`src/rtl/usart_pkg.sv`:
```
// Shared definitions for the USART hex-dump path: ASCII constants, nibble
// formatting and the dump FSM state type.
package usart_pkg;

  localparam logic [7:0] ASCII_CR    = 8'h0D;
  localparam logic [7:0] ASCII_LF    = 8'h0A;
  localparam logic [7:0] ASCII_SPACE = 8'h20;
  localparam logic [7:0] ASCII_COLON = 8'h3A;

  typedef enum logic [3:0] {
    StIdle,
    StAddr,
    StColon,
    StRead,
    StWait,
    StSpace,
    StHi,
    StLo,
    StCr,
    StLf
  } dump_state_e;

  // Uppercase hex digit.
  function automatic logic [7:0] hex_to_ascii(input logic [3:0] nib);
    return (nib < 4'd10) ? (8'h30 + {4'h0, nib}) : (8'h37 + {4'h0, nib});
  endfunction

endpackage

```
`src/rtl/usart_hex_dump_if.sv`:
```
// Memory read port and tx byte handshake of the hex dumper, bundled.
interface usart_hex_dump_if #(
  parameter int unsigned ADDR_WIDTH = 16
) ();

  logic [ADDR_WIDTH-1:0] mem_addr;
  logic                  mem_read;
  logic [7:0]            mem_data;
  logic [7:0]            tx_data;
  logic                  tx_valid;
  logic                  tx_ready;

  modport master (
    output mem_addr, mem_read, tx_data, tx_valid,
    input  mem_data, tx_ready
  );

  modport slave (
    input  mem_addr, mem_read, tx_data, tx_valid,
    output mem_data, tx_ready
  );

endinterface

```
`src/rtl/usart_tx_holder.sv`:
```
// Single-entry output register: once valid, data is held until the
// transmitter takes it; a new character may be loaded in the transfer cycle.
module usart_tx_holder (
  input  logic       comm_clock,
  input  logic       reset_n,
  input  logic       load,
  input  logic [7:0] load_data,
  input  logic       tx_ready,
  output logic [7:0] tx_data,
  output logic       tx_valid,
  output logic       can_load
);

  logic       valid_q, valid_d;
  logic [7:0] data_q, data_d;

  assign can_load = !valid_q || tx_ready;
  assign tx_data  = data_q;
  assign tx_valid = valid_q;

  always_comb begin
    valid_d = valid_q;
    data_d  = data_q;
    if (load && can_load) begin
      valid_d = 1'b1;
      data_d  = load_data;
    end else if (tx_ready) begin
      valid_d = 1'b0;
    end
  end

  always_ff @(posedge comm_clock) begin
    if (!reset_n) begin
      valid_q <= 1'b0;
      data_q  <= 8'h00;
    end else begin
      valid_q <= valid_d;
      data_q  <= data_d;
    end
  end

endmodule

```
`src/rtl/usart_hex_dump.sv`:
```
// Reads an inclusive address range from memory and streams it to the USART
// tx as "AAAA: DD DD ...\r\n" lines. Address formatting assumes 16-bit addresses.
module usart_hex_dump
  import usart_pkg::*;
#(
  parameter int unsigned ADDR_WIDTH     = 16,
  parameter int unsigned BYTES_PER_LINE = 16
) (
  input  logic                  comm_clock,
  input  logic                  reset_n,
  input  logic                  dump_start,
  input  logic [ADDR_WIDTH-1:0] start_addr,
  input  logic [ADDR_WIDTH-1:0] end_addr,
  output logic                  busy,
  usart_hex_dump_if.master      bus
);

  localparam logic [ADDR_WIDTH-1:0] LineMask = ADDR_WIDTH'(BYTES_PER_LINE - 1);

  dump_state_e           state_q, state_d;
  logic [ADDR_WIDTH-1:0] addr_q, addr_d;
  logic [ADDR_WIDTH-1:0] end_q, end_d;
  logic [1:0]            digit_q, digit_d;
  logic [7:0]            byte_q, byte_d;
  logic                  busy_q, busy_d;
  logic                  start_prev_q;

  logic       load;
  logic [7:0] load_char;
  logic       can_load;
  logic       tx_valid;
  logic       mem_read;
  logic [3:0] addr_nib;
  logic       last_slot;
  logic       at_end;

  assign last_slot = (addr_q & LineMask) == LineMask;
  assign at_end    = (addr_q == end_q);

  always_comb begin
    unique case (digit_q)
      2'd0:    addr_nib = addr_q[15:12];
      2'd1:    addr_nib = addr_q[11:8];
      2'd2:    addr_nib = addr_q[7:4];
      default: addr_nib = addr_q[3:0];
    endcase
  end

  always_comb begin
    state_d   = state_q;
    addr_d    = addr_q;
    end_d     = end_q;
    digit_d   = digit_q;
    byte_d    = byte_q;
    busy_d    = busy_q;
    load      = 1'b0;
    load_char = 8'h00;
    mem_read  = 1'b0;
    unique case (state_q)
      StIdle: begin
        // busy lingers until the final LF has left the holder.
        if (busy_q) begin
          if (!tx_valid || bus.tx_ready) busy_d = 1'b0;
        end else if (dump_start && !start_prev_q) begin
          addr_d  = start_addr;
          end_d   = end_addr;
          digit_d = 2'd0;
          busy_d  = 1'b1;
          if (end_addr >= start_addr) state_d = StAddr;
        end
      end
      StAddr: begin
        load      = 1'b1;
        load_char = hex_to_ascii(addr_nib);
        if (can_load) begin
          digit_d = digit_q + 2'd1;
          if (digit_q == 2'd3) state_d = StColon;
        end
      end
      StColon: begin
        load      = 1'b1;
        load_char = ASCII_COLON;
        if (can_load) state_d = StRead;
      end
      StRead: begin
        if (can_load) begin
          mem_read = 1'b1;
          state_d  = StWait;
        end
      end
      StWait: begin
        byte_d  = bus.mem_data;
        state_d = StSpace;
      end
      StSpace: begin
        load      = 1'b1;
        load_char = ASCII_SPACE;
        if (can_load) state_d = StHi;
      end
      StHi: begin
        load      = 1'b1;
        load_char = hex_to_ascii(byte_q[7:4]);
        if (can_load) state_d = StLo;
      end
      StLo: begin
        load      = 1'b1;
        load_char = hex_to_ascii(byte_q[3:0]);
        if (can_load) begin
          if (last_slot || at_end) begin
            state_d = StCr;
          end else begin
            addr_d  = addr_q + ADDR_WIDTH'(1);
            state_d = StRead;
          end
        end
      end
      StCr: begin
        load      = 1'b1;
        load_char = ASCII_CR;
        if (can_load) state_d = StLf;
      end
      StLf: begin
        load      = 1'b1;
        load_char = ASCII_LF;
        if (can_load) begin
          // Stopping on equality keeps end_addr=0xFFFF from wrapping to 0.
          if (at_end) begin
            state_d = StIdle;
          end else begin
            addr_d  = addr_q + ADDR_WIDTH'(1);
            digit_d = 2'd0;
            state_d = StAddr;
          end
        end
      end
      default: state_d = StIdle;
    endcase
  end

  always_ff @(posedge comm_clock) begin
    if (!reset_n) begin
      state_q      <= StIdle;
      addr_q       <= '0;
      end_q        <= '0;
      digit_q      <= 2'd0;
      byte_q       <= 8'h00;
      busy_q       <= 1'b0;
      start_prev_q <= dump_start;
    end else begin
      state_q      <= state_d;
      addr_q       <= addr_d;
      end_q        <= end_d;
      digit_q      <= digit_d;
      byte_q       <= byte_d;
      busy_q       <= busy_d;
      start_prev_q <= dump_start;
    end
  end

  usart_tx_holder u_tx_holder (
    .comm_clock (comm_clock),
    .reset_n    (reset_n),
    .load       (load),
    .load_data  (load_char),
    .tx_ready   (bus.tx_ready),
    .tx_data    (bus.tx_data),
    .tx_valid   (tx_valid),
    .can_load   (can_load)
  );

  assign bus.tx_valid = tx_valid;
  assign bus.mem_addr = addr_q;
  assign bus.mem_read = mem_read;
  assign busy         = busy_q;

endmodule

```
`src/flat_wrapper.sv`:
```
// flat-port wrapper written by rule: the top's interface ports become plain ports
module usart_hex_dump_flat import usart_pkg::*;
#(
  parameter int unsigned ADDR_WIDTH     = 16,
  parameter int unsigned BYTES_PER_LINE = 16
)
  (comm_clock, reset_n, dump_start, start_addr, end_addr, busy, bus_mem_addr, bus_mem_read, bus_tx_data, bus_tx_valid, bus_mem_data, bus_tx_ready);
  usart_hex_dump_if #(.ADDR_WIDTH(ADDR_WIDTH)) bus_i ();
  input  logic comm_clock;
  input  logic reset_n;
  input  logic dump_start;
  input  logic [ADDR_WIDTH-1:0] start_addr;
  input  logic [ADDR_WIDTH-1:0] end_addr;
  output logic busy;
  output wire logic [$bits(bus_i.mem_addr)-1:0] bus_mem_addr;
  output wire logic [$bits(bus_i.mem_read)-1:0] bus_mem_read;
  output wire logic [$bits(bus_i.tx_data)-1:0] bus_tx_data;
  output wire logic [$bits(bus_i.tx_valid)-1:0] bus_tx_valid;
  input wire logic [$bits(bus_i.mem_data)-1:0] bus_mem_data;
  input wire logic [$bits(bus_i.tx_ready)-1:0] bus_tx_ready;
  assign bus_mem_addr = bus_i.mem_addr;
  assign bus_mem_read = bus_i.mem_read;
  assign bus_tx_data = bus_i.tx_data;
  assign bus_tx_valid = bus_i.tx_valid;
  assign bus_i.mem_data = bus_mem_data;
  assign bus_i.tx_ready = bus_tx_ready;
  usart_hex_dump #(.ADDR_WIDTH(ADDR_WIDTH), .BYTES_PER_LINE(BYTES_PER_LINE)) u_core (.comm_clock(comm_clock), .reset_n(reset_n), .dump_start(dump_start), .start_addr(start_addr), .end_addr(end_addr), .busy(busy), .bus(bus_i));
endmodule
```
`config.mk`:
```
export PLATFORM = sky130hd
export DESIGN_NAME = usart_hex_dump_flat
export DESIGN_NICKNAME = d
export VERILOG_FILES = /design/src/rtl/usart_pkg.sv /design/src/rtl/usart_hex_dump_if.sv /design/src/rtl/usart_tx_holder.sv /design/src/rtl/usart_hex_dump.sv /design/src/flat_wrapper.sv
export SDC_FILE = /design/constraint.sdc
export NUM_CORES = 1
export LEC_CHECK = 0
export CAP_MARGIN = 20
export CORE_MARGIN = 5
export CORE_UTILIZATION = 55
export CTS_CLUSTER_SIZE = 10
export DETAILED_ROUTE_END_ITERATION = 8
export GPL_ROUTABILITY_DRIVEN = 0
export PLACE_DENSITY = 0.84
export SKIP_LAST_GASP = 1
export SYNTH_ARGS = -nofsm -noshare
export SYNTH_HDL_FRONTEND = slang
export SYNTH_SLANG_ARGS = --single-unit
```
`constraint.sdc`:
```
create_clock -name comm_clock -period 7 [get_ports comm_clock]
set_clock_uncertainty 0.05 [all_clocks]
set_input_delay 1.4 -clock comm_clock [delete_from_list [all_inputs] [get_ports comm_clock]]
set_output_delay 1.4 -clock comm_clock [all_outputs]
set_load 0.01 [all_outputs]
```
==> summary.txt <==
Status: completed
Netlist Area Pre-Place: 3760 um2
Total track usage: 24.4%
Tightest Pin Transition: 0.846 ns
Synthesized area per cell: 7.45 um2
DR WL/cell: 16.8 um
CTS Buf Count: 5
Kind of critical path: primary input to output port
DP HPWL: 7.96 mm
Syn. warnings: 0
Clock Pin Slew Worst Setup and Hold Paths: 0.09 ns
CP endpoint: bus_mem_read
Top FF cell, synth: dfxtp_1
Total core area: 6720 um2
Top cells by area, synth: dfxtp_1 30%, nand2_1 9.7%, ha_1 8.0%
First-pass GRT wire length: 17.1 mm
Lkg Pwr: 1.64 nW
Vias in the first global route: 3666
Synth top cells by count: 97 x nand2_1, 56 x dfxtp_1, 50 x a21oi_1, 28 x inv_1, 28 x o21ai_0
Post-CTS Setup Bufs: 0
Fin. Hold Viols: 0
Largest net degree at the start of global routing: 38
Die Ht: 92.7 um
Yosys reg bits: 56
CP Data Arrival Time: 3.16 ns
Max clock buf depth: 2
Remaining antenna violation count after routing: 0
Final period utilization: 65.9%
CP endpoint kind: output port
Post-CTS Hold Buffers: 0
Critical path startpoint category: primary input
Worst vdd ir: 0.000236 V
CTS tree: yes
DR iter-0 viols: 469
FILL cells: 594
H-tree depth: 2
Rows: 30
Number of enable flip-flop cells after synthesis: 0
FFs w/ async S/R, synth: 0%
Pwr/cell area: 290 nW/um2
Starting Density: 56.0%
Unique cell type count in the Yosys netlist: 61
Initial antenna violation count: 0
CTS sink cnt: 56
Root buf cell: clkbuf_8
Post-cts resize count: 0
DP Area: 4430 um2
R2R depth: 7
DR pass1 iterations: 7
Max-cap viol count: 0
Post-synth top area share: 29.8%
Setup violators final: 0
Top-level I/O count: 71
TNS Setup: 0 ns
Worst EP required: 5.55 ns
Worst-Skew Late Latency: 0.31 ns
Max Clock Freq: 217 MHz
Diodes inserted: 0
Slew Limit Fails: 0
Post-synth top area cell: dfxtp_1
Crit path max fanout: 11
Crit path time final: 4.61 ns
Vias/cell: 6.30
Setup crit start: bus_tx_ready
Synth Net Count: 573
Number of remaining DRC errors: 0
Vias post-DR: 3996
Worst r2r dst: u_core.bus.mem_addr[3]$_SDFFE_PN0P_
WL final: 10.7 mm
RSZ-0062 raised after global routing: false
Grt ovf: 0
NumNets Final: 621
Die area: 8600 um2
Most frequent cell after synthesis: nand2_1
Cells after Synth: 505
Layout area overhead: 20.7%
Worst rel slew slack: 43.5%
Hold path cells: 2
Register area share after synthesis: 29.8%
Flop2flop setup slack: 3.93 ns
Design area: 4540 um2
Share of cells above drive strength 1: 4.51%
Hold WC Path Type: register to register
Die W: 92.7 um
RR Startpoint: u_core.state_q[0]$_SDFFE_PN0P_
PortBufs: 69
power breakdown:
part	internal [mW]	switching [mW]	leakage [nW]
clock network	0.0807	0.105	0.0445
registers	0.385	0.113	0.457
logic	0.281	0.353	1.13
flip-flops by register name, indices dropped and copies added, names as in the netlist:
signal / count
u_core.end_q: 16
u_core.u_tx_holder.tx_data: 7
u_core.byte_q: 8
u_core.u_tx_holder.tx_valid: 1
u_core.digit_q: 2
u_core.bus.mem_addr: 16
u_core.start_prev_q: 1
u_core.state_q: 4
u_core.busy: 1
critical path, cell delays in order:
cell and delay [ns]:
clkdlybuf4s50_1 0.42, nor2b_1 0.66, nor4_1 0.15, clkdlybuf4s50_1 0.53
kinds of logic after synthesis:
logic type,after synthesis,synth area share (%)
simple gates,199,25.7
compound gates,139,23.8
buf+inv,61,6.52
flops,56,29.8
fa+ha+maj,24,7.98
xor+xnor,19,4.42
mux,6,1.66
other cells,1,0.0997
metrics by stage:
stage	util, %	hold slack, ns	cells	setup WS, ns	total power [mW]
floorplan	-	0.386	505	3.48	0.909
global placement	66.0	0.397	624	2.42	1.10
detailed placement	66.0	0.399	624	2.42	1.12
CTS	67.4	0.412	632	2.42	1.31
global route	67.6	0.440	634	2.29	1.41
finish	67.6	0.411	634	2.39	1.32
per-layer routing:
metal	vias to the layer above	wire (um)	GRT usage [%]
li1	1908	-	-
met1	1858	4610	32.6
met2	205	4980	40.4
met4	0	230	7.69
met5	-	0	0
met3	25	858	3.74
worst min-delay path by stage:
| stage | startpoint | to | slack, ns |
|---|---|---|---|
| after floorplan | u_core.byte_q[4]$_SDFFE_PN0P_ | u_core.byte_q[4]$_SDFFE_PN0P_ | 0.39 |
| after global placement | u_core.byte_q[4]$_SDFFE_PN0P_ | u_core.byte_q[4]$_SDFFE_PN0P_ | 0.40 |
| after detailed placement | u_core.byte_q[4]$_SDFFE_PN0P_ | u_core.byte_q[4]$_SDFFE_PN0P_ | 0.40 |
| after CTS | u_core.byte_q[4]$_SDFFE_PN0P_ | u_core.byte_q[4]$_SDFFE_PN0P_ | 0.41 |
| after global routing | u_core.byte_q[4]$_SDFFE_PN0P_ | u_core.byte_q[4]$_SDFFE_PN0P_ | 0.44 |
| final | u_core.byte_q[4]$_SDFFE_PN0P_ | u_core.byte_q[4]$_SDFFE_PN0P_ | 0.41 |
layout make-up:
class | instances | area, um2 | share of cell area, %
Tap cell | 80 | 100 | 2.20
Sequential cell | 56 | 1120 | 24.7
Clock inverter | 1 | 7.51 | 0.165
Inverter | 29 | 109 | 2.40
Timing Repair Buffer | 73 | 721 | 15.9
Clock buffer | 7 | 86.3 | 1.90
Multi-Input combinational cell | 388 | 2400 | 52.8
layout by cell type (no fill, tap or decap), drive strengths merged, types with 2 or more instances in the layout:
| master | instances |
|---|---|
| ha | 24 |
| nand4 | 12 |
| o31ai | 3 |
| inv | 28 |
| and4 | 2 |
| clkbuf | 7 |
| nor4b | 2 |
| mux2 | 2 |
| nor2 | 26 |
| clkdlybuf4s50 | 69 |
| nand2b | 4 |
| a211oi | 3 |
| a31oi | 8 |
| a32o | 10 |
| o21ai | 31 |
| a21oi | 50 |
| or2 | 2 |
| or3 | 3 |
| nor3 | 13 |
| a21o | 3 |
| o22ai | 5 |
| xnor2 | 19 |
| a222oi | 4 |
| and3 | 8 |
| nor4 | 3 |
| nand3 | 18 |
| a221oi | 4 |
| a2111oi | 3 |
| dfxtp | 56 |
| nand2 | 97 |
| a311oi | 3 |
| buf | 4 |
| and2 | 2 |
| mux2i | 4 |
| o21a | 3 |
| nor2b | 2 |
(Power assumes the default switching activity.)
